==> src/rtl/cbi_audio_core.sv <==
// Register-mapped multi-channel audio sample core: per-channel TX/RX FIFOs, status/IRQ and config.
// Define CBI_SIGN_EXT_EN to sign-extend DIN reads; the default build zero-extends them.
module cbi_audio_core #(
    parameter int unsigned NCH        = 2,
    parameter int unsigned DEPTH_LOG2 = 4,
    parameter int unsigned SW         = 24,
    parameter int unsigned AW         = 4
) (
    input  logic              clk,
    input  logic              rst,
    output logic              interrupt,
    input  logic [AW-1:0]     wr_addr,
    input  logic [31:0]       wr_data,
    input  logic              wr_en,
    output logic              wr_err,
    input  logic [AW-1:0]     rd_addr,
    output logic [31:0]       rd_data,
    input  logic              rd_valid_in,
    output logic              rd_valid_out,
    output logic              rxen,
    output logic              txen,
    output logic [2:0]        cfg_mclk_rate,
    output logic              cfg_rjust,
    output logic              cfg_lsb_first,
    input  logic [NCH-1:0]    smp_tx_req,
    output logic [NCH*SW-1:0] smp_tx_data,
    input  logic [NCH-1:0]    smp_rx_vld,
    input  logic [NCH*SW-1:0] smp_rx_data
);

    localparam int unsigned DEPTH = 1 << DEPTH_LOG2;
    localparam int unsigned LW    = DEPTH_LOG2 + 1;
    localparam int unsigned FW    = 6 * NCH;

    localparam logic [31:0]   CVR_VALUE = 32'hcb19_9820;
    localparam logic [AW-1:0] ADDR_CVR  = AW'(0);
    localparam logic [AW-1:0] ADDR_SR   = AW'(1);
    localparam logic [AW-1:0] ADDR_CR   = AW'(2);
    localparam logic [AW-1:0] ADDR_LCFR = AW'(3);

    typedef logic [DEPTH_LOG2-1:0] ptr_t;
    typedef logic [LW-1:0]         lvl_t;

    ptr_t          tx_head_q  [NCH];
    ptr_t          tx_tail_q  [NCH];
    lvl_t          tx_level_q [NCH];
    ptr_t          rx_head_q  [NCH];
    ptr_t          rx_tail_q  [NCH];
    lvl_t          rx_level_q [NCH];
    logic [SW-1:0] tx_mem     [NCH][DEPTH];
    logic [SW-1:0] rx_mem     [NCH][DEPTH];

    logic [NCH-1:0]    tx_full, tx_empty, rx_full, rx_empty;
    logic [NCH-1:0]    tx_push, tx_pop, rx_push, rx_pop;
    logic [NCH-1:0]    tx_unf_set, rx_ovf_set;
    logic [NCH-1:0]    wr_dout, rd_din;
    logic [NCH-1:0]    tx_unf_q, rx_ovf_q;
    logic              cr_rxen_q, cr_txen_q;
    logic [FW-1:0]     cr_ie_q;
    logic [31:0]       lcfr_q;
    logic [31:0]       rd_data_q;
    logic              rd_valid_q;
    logic [NCH*SW-1:0] tx_data_q;

    logic              cr_wr, soft_rst, flag_clr;
    logic [FW-1:0]     sr_bits;
    logic [31:0]       rd_word;
    logic [SW-1:0]     din_word;

    always_comb begin
        cr_wr    = wr_en && (wr_addr == ADDR_CR);
        soft_rst = cr_wr && wr_data[31];
        flag_clr = cr_wr && wr_data[30];
        for (int k = 0; k < NCH; k++) begin
            wr_dout[k] = wr_en && (wr_addr == AW'(4 + 2 * k));
            rd_din[k]  = (rd_addr == AW'(5 + 2 * k));
        end
    end

    // A push into a full FIFO is accepted when a pop frees a slot in the same cycle.
    always_comb begin
        for (int k = 0; k < NCH; k++) begin
            tx_full[k]    = (tx_level_q[k] == lvl_t'(DEPTH));
            tx_empty[k]   = (tx_level_q[k] == '0);
            rx_full[k]    = (rx_level_q[k] == lvl_t'(DEPTH));
            rx_empty[k]   = (rx_level_q[k] == '0);
            tx_pop[k]     = cr_txen_q && smp_tx_req[k] && !tx_empty[k];
            tx_unf_set[k] = cr_txen_q && smp_tx_req[k] && tx_empty[k];
            tx_push[k]    = wr_dout[k] && (!tx_full[k] || tx_pop[k]);
            rx_pop[k]     = rd_valid_in && rd_din[k] && !rx_empty[k];
            rx_push[k]    = cr_rxen_q && smp_rx_vld[k] && (!rx_full[k] || rx_pop[k]);
            rx_ovf_set[k] = cr_rxen_q && smp_rx_vld[k] && rx_full[k] && !rx_pop[k];
        end
    end

    always_comb begin
        wr_err = 1'b0;
        if (wr_en) begin
            wr_err = 1'b1;
            if ((wr_addr == ADDR_CR) || (wr_addr == ADDR_LCFR)) begin
                wr_err = 1'b0;
            end
            for (int k = 0; k < NCH; k++) begin
                if (wr_dout[k]) begin
                    wr_err = tx_full[k] && !tx_pop[k];
                end
            end
        end
    end

    always_comb begin
        for (int k = 0; k < NCH; k++) begin
            sr_bits[6*k +: 6] = {rx_ovf_q[k], tx_unf_q[k], !rx_empty[k], rx_full[k],
                                 !tx_full[k], tx_empty[k]};
        end
    end

    assign interrupt = |(sr_bits & cr_ie_q);

    always_comb begin
        rd_word  = '0;
        din_word = '0;
        case (rd_addr)
            ADDR_CVR:  rd_word = CVR_VALUE;
            ADDR_SR:   rd_word = 32'(sr_bits);
            ADDR_CR: begin
                rd_word[29]     = cr_rxen_q;
                rd_word[28]     = cr_txen_q;
                rd_word[FW-1:0] = cr_ie_q;
            end
            ADDR_LCFR: rd_word = lcfr_q;
            default:   rd_word = '0;
        endcase
        for (int k = 0; k < NCH; k++) begin
            if (rd_din[k] && !rx_empty[k]) begin
                din_word = rx_mem[k][rx_tail_q[k]];
`ifdef CBI_SIGN_EXT_EN
                rd_word  = 32'($signed(din_word));
`else
                rd_word  = 32'(din_word);
`endif
            end
        end
    end

    always_ff @(posedge clk or posedge rst) begin
        if (rst) begin
            for (int k = 0; k < NCH; k++) begin
                tx_head_q[k]  <= '0;
                tx_tail_q[k]  <= '0;
                tx_level_q[k] <= '0;
                rx_head_q[k]  <= '0;
                rx_tail_q[k]  <= '0;
                rx_level_q[k] <= '0;
            end
            tx_unf_q  <= '0;
            rx_ovf_q  <= '0;
            cr_rxen_q <= 1'b0;
            cr_txen_q <= 1'b0;
            cr_ie_q   <= '0;
            lcfr_q    <= '0;
            tx_data_q <= '0;
            rd_data_q <= '0;
        end else if (soft_rst) begin
            // Soft reset discards every other event and field of this cycle.
            for (int k = 0; k < NCH; k++) begin
                tx_head_q[k]  <= '0;
                tx_tail_q[k]  <= '0;
                tx_level_q[k] <= '0;
                rx_head_q[k]  <= '0;
                rx_tail_q[k]  <= '0;
                rx_level_q[k] <= '0;
            end
            tx_unf_q  <= '0;
            rx_ovf_q  <= '0;
            cr_rxen_q <= 1'b0;
            cr_txen_q <= 1'b0;
            cr_ie_q   <= '0;
            lcfr_q    <= '0;
            tx_data_q <= '0;
            rd_data_q <= '0;
        end else begin
            for (int k = 0; k < NCH; k++) begin
                if (tx_push[k]) tx_head_q[k] <= tx_head_q[k] + 1'b1;
                if (tx_pop[k])  tx_tail_q[k] <= tx_tail_q[k] + 1'b1;
                if (rx_push[k]) rx_head_q[k] <= rx_head_q[k] + 1'b1;
                if (rx_pop[k])  rx_tail_q[k] <= rx_tail_q[k] + 1'b1;
                case ({tx_push[k], tx_pop[k]})
                    2'b10:   tx_level_q[k] <= tx_level_q[k] + 1'b1;
                    2'b01:   tx_level_q[k] <= tx_level_q[k] - 1'b1;
                    default: tx_level_q[k] <= tx_level_q[k];
                endcase
                case ({rx_push[k], rx_pop[k]})
                    2'b10:   rx_level_q[k] <= rx_level_q[k] + 1'b1;
                    2'b01:   rx_level_q[k] <= rx_level_q[k] - 1'b1;
                    default: rx_level_q[k] <= rx_level_q[k];
                endcase
                if (smp_tx_req[k]) begin
                    tx_data_q[k*SW +: SW] <= tx_pop[k] ? tx_mem[k][tx_tail_q[k]] : '0;
                end
            end
            // A flag event in the same cycle as the clear keeps the flag set.
            tx_unf_q <= (tx_unf_q & ~{NCH{flag_clr}}) | tx_unf_set;
            rx_ovf_q <= (rx_ovf_q & ~{NCH{flag_clr}}) | rx_ovf_set;
            if (cr_wr) begin
                cr_rxen_q <= wr_data[29];
                cr_txen_q <= wr_data[28];
                cr_ie_q   <= wr_data[FW-1:0];
            end
            if (wr_en && (wr_addr == ADDR_LCFR)) begin
                lcfr_q <= wr_data;
            end
            rd_data_q <= rd_word;
        end
    end

    always_ff @(posedge clk) begin
        for (int k = 0; k < NCH; k++) begin
            if (tx_push[k]) tx_mem[k][tx_head_q[k]] <= wr_data[SW-1:0];
            if (rx_push[k]) rx_mem[k][rx_head_q[k]] <= smp_rx_data[k*SW +: SW];
        end
    end

    always_ff @(posedge clk or posedge rst) begin
        if (rst) begin
            rd_valid_q <= 1'b0;
        end else begin
            rd_valid_q <= rd_valid_in;
        end
    end

    assign rd_data       = rd_data_q;
    assign rd_valid_out  = rd_valid_q;
    assign rxen          = cr_rxen_q;
    assign txen          = cr_txen_q;
    assign cfg_mclk_rate = lcfr_q[26:24];
    assign cfg_rjust     = lcfr_q[1];
    assign cfg_lsb_first = lcfr_q[0];
    assign smp_tx_data   = tx_data_q;

endmodule

==> config.mk <==
export PLATFORM = sky130hd
export DESIGN_NAME = cbi_audio_core
export DESIGN_NICKNAME = d
export VERILOG_FILES = /design/src/rtl/cbi_audio_core.sv
export SDC_FILE = /design/constraint.sdc
export NUM_CORES = 2
export LEC_CHECK = 0
export BUFFER_PORTS_ARGS = -buffer_cell sky130_fd_sc_hd__buf_2
export CAP_MARGIN = 15
export CORE_AREA = 2 2 390 392
export CTS_CLUSTER_DIAMETER = 120
export DETAILED_ROUTE_END_ITERATION = 10
export DIE_AREA = 0 0 392 394
export PLACE_DENSITY = 0.61
export SYNTH_ARGS = -nofsm -noshare
export SYNTH_HDL_FRONTEND = slang
export SYNTH_SLANG_ARGS = --single-unit
==> constraint.sdc <==
create_clock -name clk -period 13.45 [get_ports clk]
set_input_delay 1.345 -clock clk [delete_from_list [all_inputs] [get_ports clk]]
set_output_delay 1.345 -clock clk [all_outputs]
set_load 0.1 [all_outputs]
---- Yosys cells after proc, flatten, opt, wreduce, memory -nomap -nowiden ----
Memory sizes are Yosys's and may differ from the RTL's.
Index checks and enable logic that the tools add are counted.
cells by class
  equal/unequal tests ..................... 21
  add/sub/neg operators ................... 16
  magnitude comparators ................... 12
  muxes and demuxes ....................... 75
  reduce and logical (&&, ||, !) cells .... 74
  bitwise gates (word level) .............. 14
operator list
  kind                                                                  count
  384-bit two-way mux                                                   6
  24-bit binary-select mux with 4-bit select                            4
  24-bit demux with 4-bit select                                        4
  24-bit two-way mux                                                    16
  384-bit OR reduction                                                  1
  32-bit two-way mux                                                    5
  48-bit two-way mux                                                    1
  12-bit one-hot mux with 4 select lines                                1
  5-bit greater-or-equal comparator, second input constant              8
  4-bit inverter with 5-bit output                                      8
  5-bit one-hot mux with 2 select lines                                 4
  1-bit logical AND                                                     34
  4-bit by 1-bit adder with 4-bit output, second input constant         8
  4-bit two-way mux                                                     8
  8-bit two-way mux                                                     4
  16-bit one-hot mux with 2 select lines                                1
  12-bit two-way mux                                                    2
  2-bit nonzero test                                                    12
  5-bit by 1-bit adder with 5-bit output, second input constant         4
  5-bit == test, second input constant                                  4
  5-bit logical NOT                                                     4
  5-bit by 1-bit < comparator with 1-bit output, second input constant  4
  10-bit two-way mux                                                    2
  5-bit by 1-bit subtractor with 5-bit output, second input constant    4
  17 further kinds                                                      63
storage, ports and cells
  register bits after elaboration ......... 183
  output and inout port bits .............. 90
  logic and storage cells ................. 236
  memories kept ........................... 2
  bits of input ports ..................... 96
  bits in writable memories ............... 1536
memories
  memory  depth  width  read ports  clocked after memory_dff  wr ports  line  text
  rx_mem  2      384    2           0                         2         51    logic [SW-1:0] rx_mem [NCH][DEPTH];
  tx_mem  2      384    2           0                         1         50    logic [SW-1:0] tx_mem [NCH][DEPTH];

---- Longest topological paths before layout ----
  depth after elaboration ................. 9
  depth in mapped cells ................... 12
  depth with buffers taken out ............ 11

---- Least setup slack after synthesis ----
Ideal clock, no wire load.
  path kind ............................... input -> register
  start point ............................. input port rd_addr[1]
  end point ............................... memory rx_mem[0][672] (netlist bit), enable pin
  stages .................................. 6
  data required time ...................... 13.015 ns
  slack ................................... 8.772 ns
  setup time .............................. 0.435 ns
  data arrival time ....................... 4.243 ns
  path buffers ............................ 2
  cell sequence ........................... clkbuf_1 clkbuf_1 nand2_1 a21oi_1 nand2_1 nor3_1
RTL lines
  what                line  text
  start: declaration  16    input logic [AW-1:0] rd_addr,
  end: declaration    51

---- Worst setup path after layout ----
  start point ............................. register tx_level_q[6] (netlist bit)
  end point ............................... output port wr_err
on the way
  word-level cells in the longest chain between the ends .. 8
  elaborated cells on any way between the ends .. 9
  those cells by class .................... eq/ne (1); mux (3); reduce/logical (5)
ends and longest elaborated chain
  what                                line  text
  start: declaration                  46    lvl_t tx_level_q [NCH];
  start signal: indexed assignment    189   2'b10: tx_level_q[k] <= tx_level_q[k] + 1'b1;
  start signal: indexed assignment    190   2'b01: tx_level_q[k] <= tx_level_q[k] - 1'b1;
  start signal: indexed assignment    191   default: tx_level_q[k] <= tx_level_q[k];
  5-bit logical NOT                   84    tx_empty[k] = (tx_level_q[k] == '0);
  1-bit logical NOT                   87    tx_pop[k] = cr_txen_q && smp_tx_req[k] && !tx_empty[k];
  1-bit logical AND                   87
  1-bit logical NOT                   105   wr_err = tx_full[k] && !tx_pop[k];
  1-bit logical AND (*)               105
  1-bit two-way mux (*) (2 in a row)  104   if (wr_dout[k]) begin
  1-bit two-way mux (*)               98    if (wr_en) begin
  end: declaration                    15    output logic wr_err,
Every way passes the cells marked *; elsewhere a longest branch is shown, timed or not.

==> metrics <==
setup bufs post-CTS 0; synth warn 0; Final GP Congestion 0.880; Initial Utilization 44.6%; Initial DRC Count 3115; clk sinks 1719; nets 3703; worst slew pin tran 1.08 ns; Worst Setup Start Kind register; cells along the critical path nor4_1, nand2_1, o21a_1, nor2_1, o311a_1, buf_2; Critical-path top delay cell nor4_1; Net Count, Synth 3453; fraction of layout cells with a size suffix above 1 26.2%; Final Instance Area 0.0763 mm^2; status finished clean; Synth Instances 3327; sequential area share after synthesis 75.5%; most common cell after layout, fill and taps aside edfxtp_1; Core Util, Final 50.7%; Peak VDD IR 0.151 mV; placed cell area 0.0706 mm^2; final setup TNS 0 ns; CTS resizes 0; pin count of the biggest net entering global routing 82; H-tree levels 4; #FFs+latches synth 1719; Core Region 0.151 mm^2; RSZ-0062 raised after global routing false; die height 394 um; die area 0.154 mm^2; pre-CTS setup slack 8.76 ns; Clock Tree Buf Depth 3; syn avg cell area 20.2 um^2; CP delay by family, top simple AND/OR/NAND/NOR gates; CP arrival 3.39 ns; TritonCTS clock tree done; pwr dens 187 mW/mm^2; fin crit share 35.2%; placement row count 143; root buffer cell clkbuf_16; First-pass DRT Iterations 5; Critical Path Max Stage Delay 0.52 ns; final hold vios 0; final setup violation count 0; port bufs 185; Area Overhead vs Synth 13.6%; Cell Area, Synth 0.0672 mm^2; Ports 186; clk_lat worst skew 0.79 ns; crit-path max FO 6; CP required 12.10 ns; Max Clk Rate 0.211 GHz; number of flops mapped to enable cells by yosys 1536; placed wire-length estimate 97300 um; commonest non-fill, non-tap cells in the layout edfxtp_1, mux4_2, buf_2; Rel. slew slack 27.9%; Hold Buf Count CTS 0; Final Skew 0.0276 ns; vias in the first global route 32900; Netlist cell types 76; Via density 5.71; max-slew violations 0; post-synthesis async set-or-reset flop share 10.6%; antenna viol nets, final 0; crit path capture type primary output; min-delay worst type reg -> reg; initial antenna violation count 13; cts bufs inserted 174; Clock transition at path regs 0.06 ns; # DRC 0; first-pass GRT wire length 236000 um; GRT overflow 0; final setup margin 8.72 ns; crit path buf inv count 1; crit path kind reg -> out; gr usage total 21.1%; Die W 392 um; via count 32900; per-cell routed wire length 28.3 um; top_reg_cell synth edfxtp_1; Leak Pwr 25.1 nW; Period minus WS final 4.73 ns; max-cap violation count 0; Total Routed Length 163000 um
## sequential cells by signal (all words and copies together) (netlist names)
name	cells
tx_unf_q	2
rx_head_q	8
rxen	1
smp_tx_data	48
lcfr_q	32
rx_mem	768
rd_data	32
tx_level_q	10
rx_level_q	10
rx_tail_q	8
txen	1
rd_valid_out	1
rx_ovf_q	2
cr_ie_q	12
tx_head_q	8
tx_tail_q	8
tx_mem	768
## cell type report
cell class	count	area, um^2
clock inverters	86	866
diodes	6	15.0
fillers	12100	74300
well taps	2030	2540
inverters	34	135
flip-flops and latches	1719	50700
multi-input cells	1384	15700
clock buffers	234	4780
repair buffers	264	1540
## synthesized netlist by cell type, types with 31 or more instances
cell type | instances | share of area [%]
edfxtp_1 | 1536 | 69
mux4_2 | 389 | 13
dfrtp_1 | 183 | 6.8
nand2_1 | 162 | 0.91
mux2i_1 | 121 | 1.8
nor2_1 | 111 | 0.62
a21oi_1 | 99 | 0.74
clkbuf_1 | 97 | 0.54
buf_2 | 58 | 0.43
a22oi_1 | 43 | 0.48
and2_1 | 40 | 0.37
a221oi_1 | 34 | 0.44
a211oi_1 | 32 | 0.36
inv_1 | 32 | 0.18
o21ai_0 | 31 | 0.23
## worst paths after layout
kind / slack (ns) / start / cells after the start / to
setup reg to reg: 9.38 / tx_tail_q[4] / 5 / smp_tx_data[19]
min in group asynchronous: 0.67 / rst / 2 / smp_tx_data[2]
hold / removal: 0.49 / smp_tx_data[43] / 1 / smp_tx_data[43]
max in group asynchronous: 11.42 / rst / 3 / rx_tail_q[0]
setup / recovery: 8.72 / tx_level_q[6] / 6 / wr_err
hold reg to reg: 0.49 / smp_tx_data[43] / 1 / smp_tx_data[43]
## through the flow
stage | hold WS, ns | cells | power (mW)
4_1_cts | 0.491 | 5750 | 14.4
3_3_place_gp | 0.473 | 5430 | 9.62
5_1_grt | 0.506 | 5752 | 14.8
6_report | 0.488 | 5757 | 14.3
3_5_place_dp | 0.477 | 5430 | 9.63
2_1_floorplan | 0.458 | 3327 | 8.70
## logic make-up (layout without fill, tap and decap cells)
kind of cell    count (synthesis)  after routing  synth area share [%]
flops                        1719           1719                  75.5
mux                           512            512                  14.9
simple gates                  433            433                  3.08
compound gates                368            368                  3.91
buf+inv                       224            618                  1.52
xor+xnor                       41             41                 0.535
fa+ha+maj                      30             30                 0.570
other cells                     0              6                     0
## power by group
part	leakage, nW	switching [mW]	internal, mW	total (mW)
sequential	16.2	0.346	6.00	6.34
combinational	6.16	1.77	1.35	3.13
clock	2.77	2.01	2.77	4.78
## routing by layer
| metal | GRT usage [%] | up-vias | routed length, um |
|---|---|---|---|
| met3 | 4.69 | 196 | 10700 |
| met5 | 0.784 | - | 210 |
| met4 | 5.10 | 8 | 3130 |
| met1 | 29.7 | 17500 | 69600 |
| met2 | 33.6 | 1004 | 79100 |
| li1 | - | 14200 | - |
Note: power is estimated with default switching activity, not from simulation.
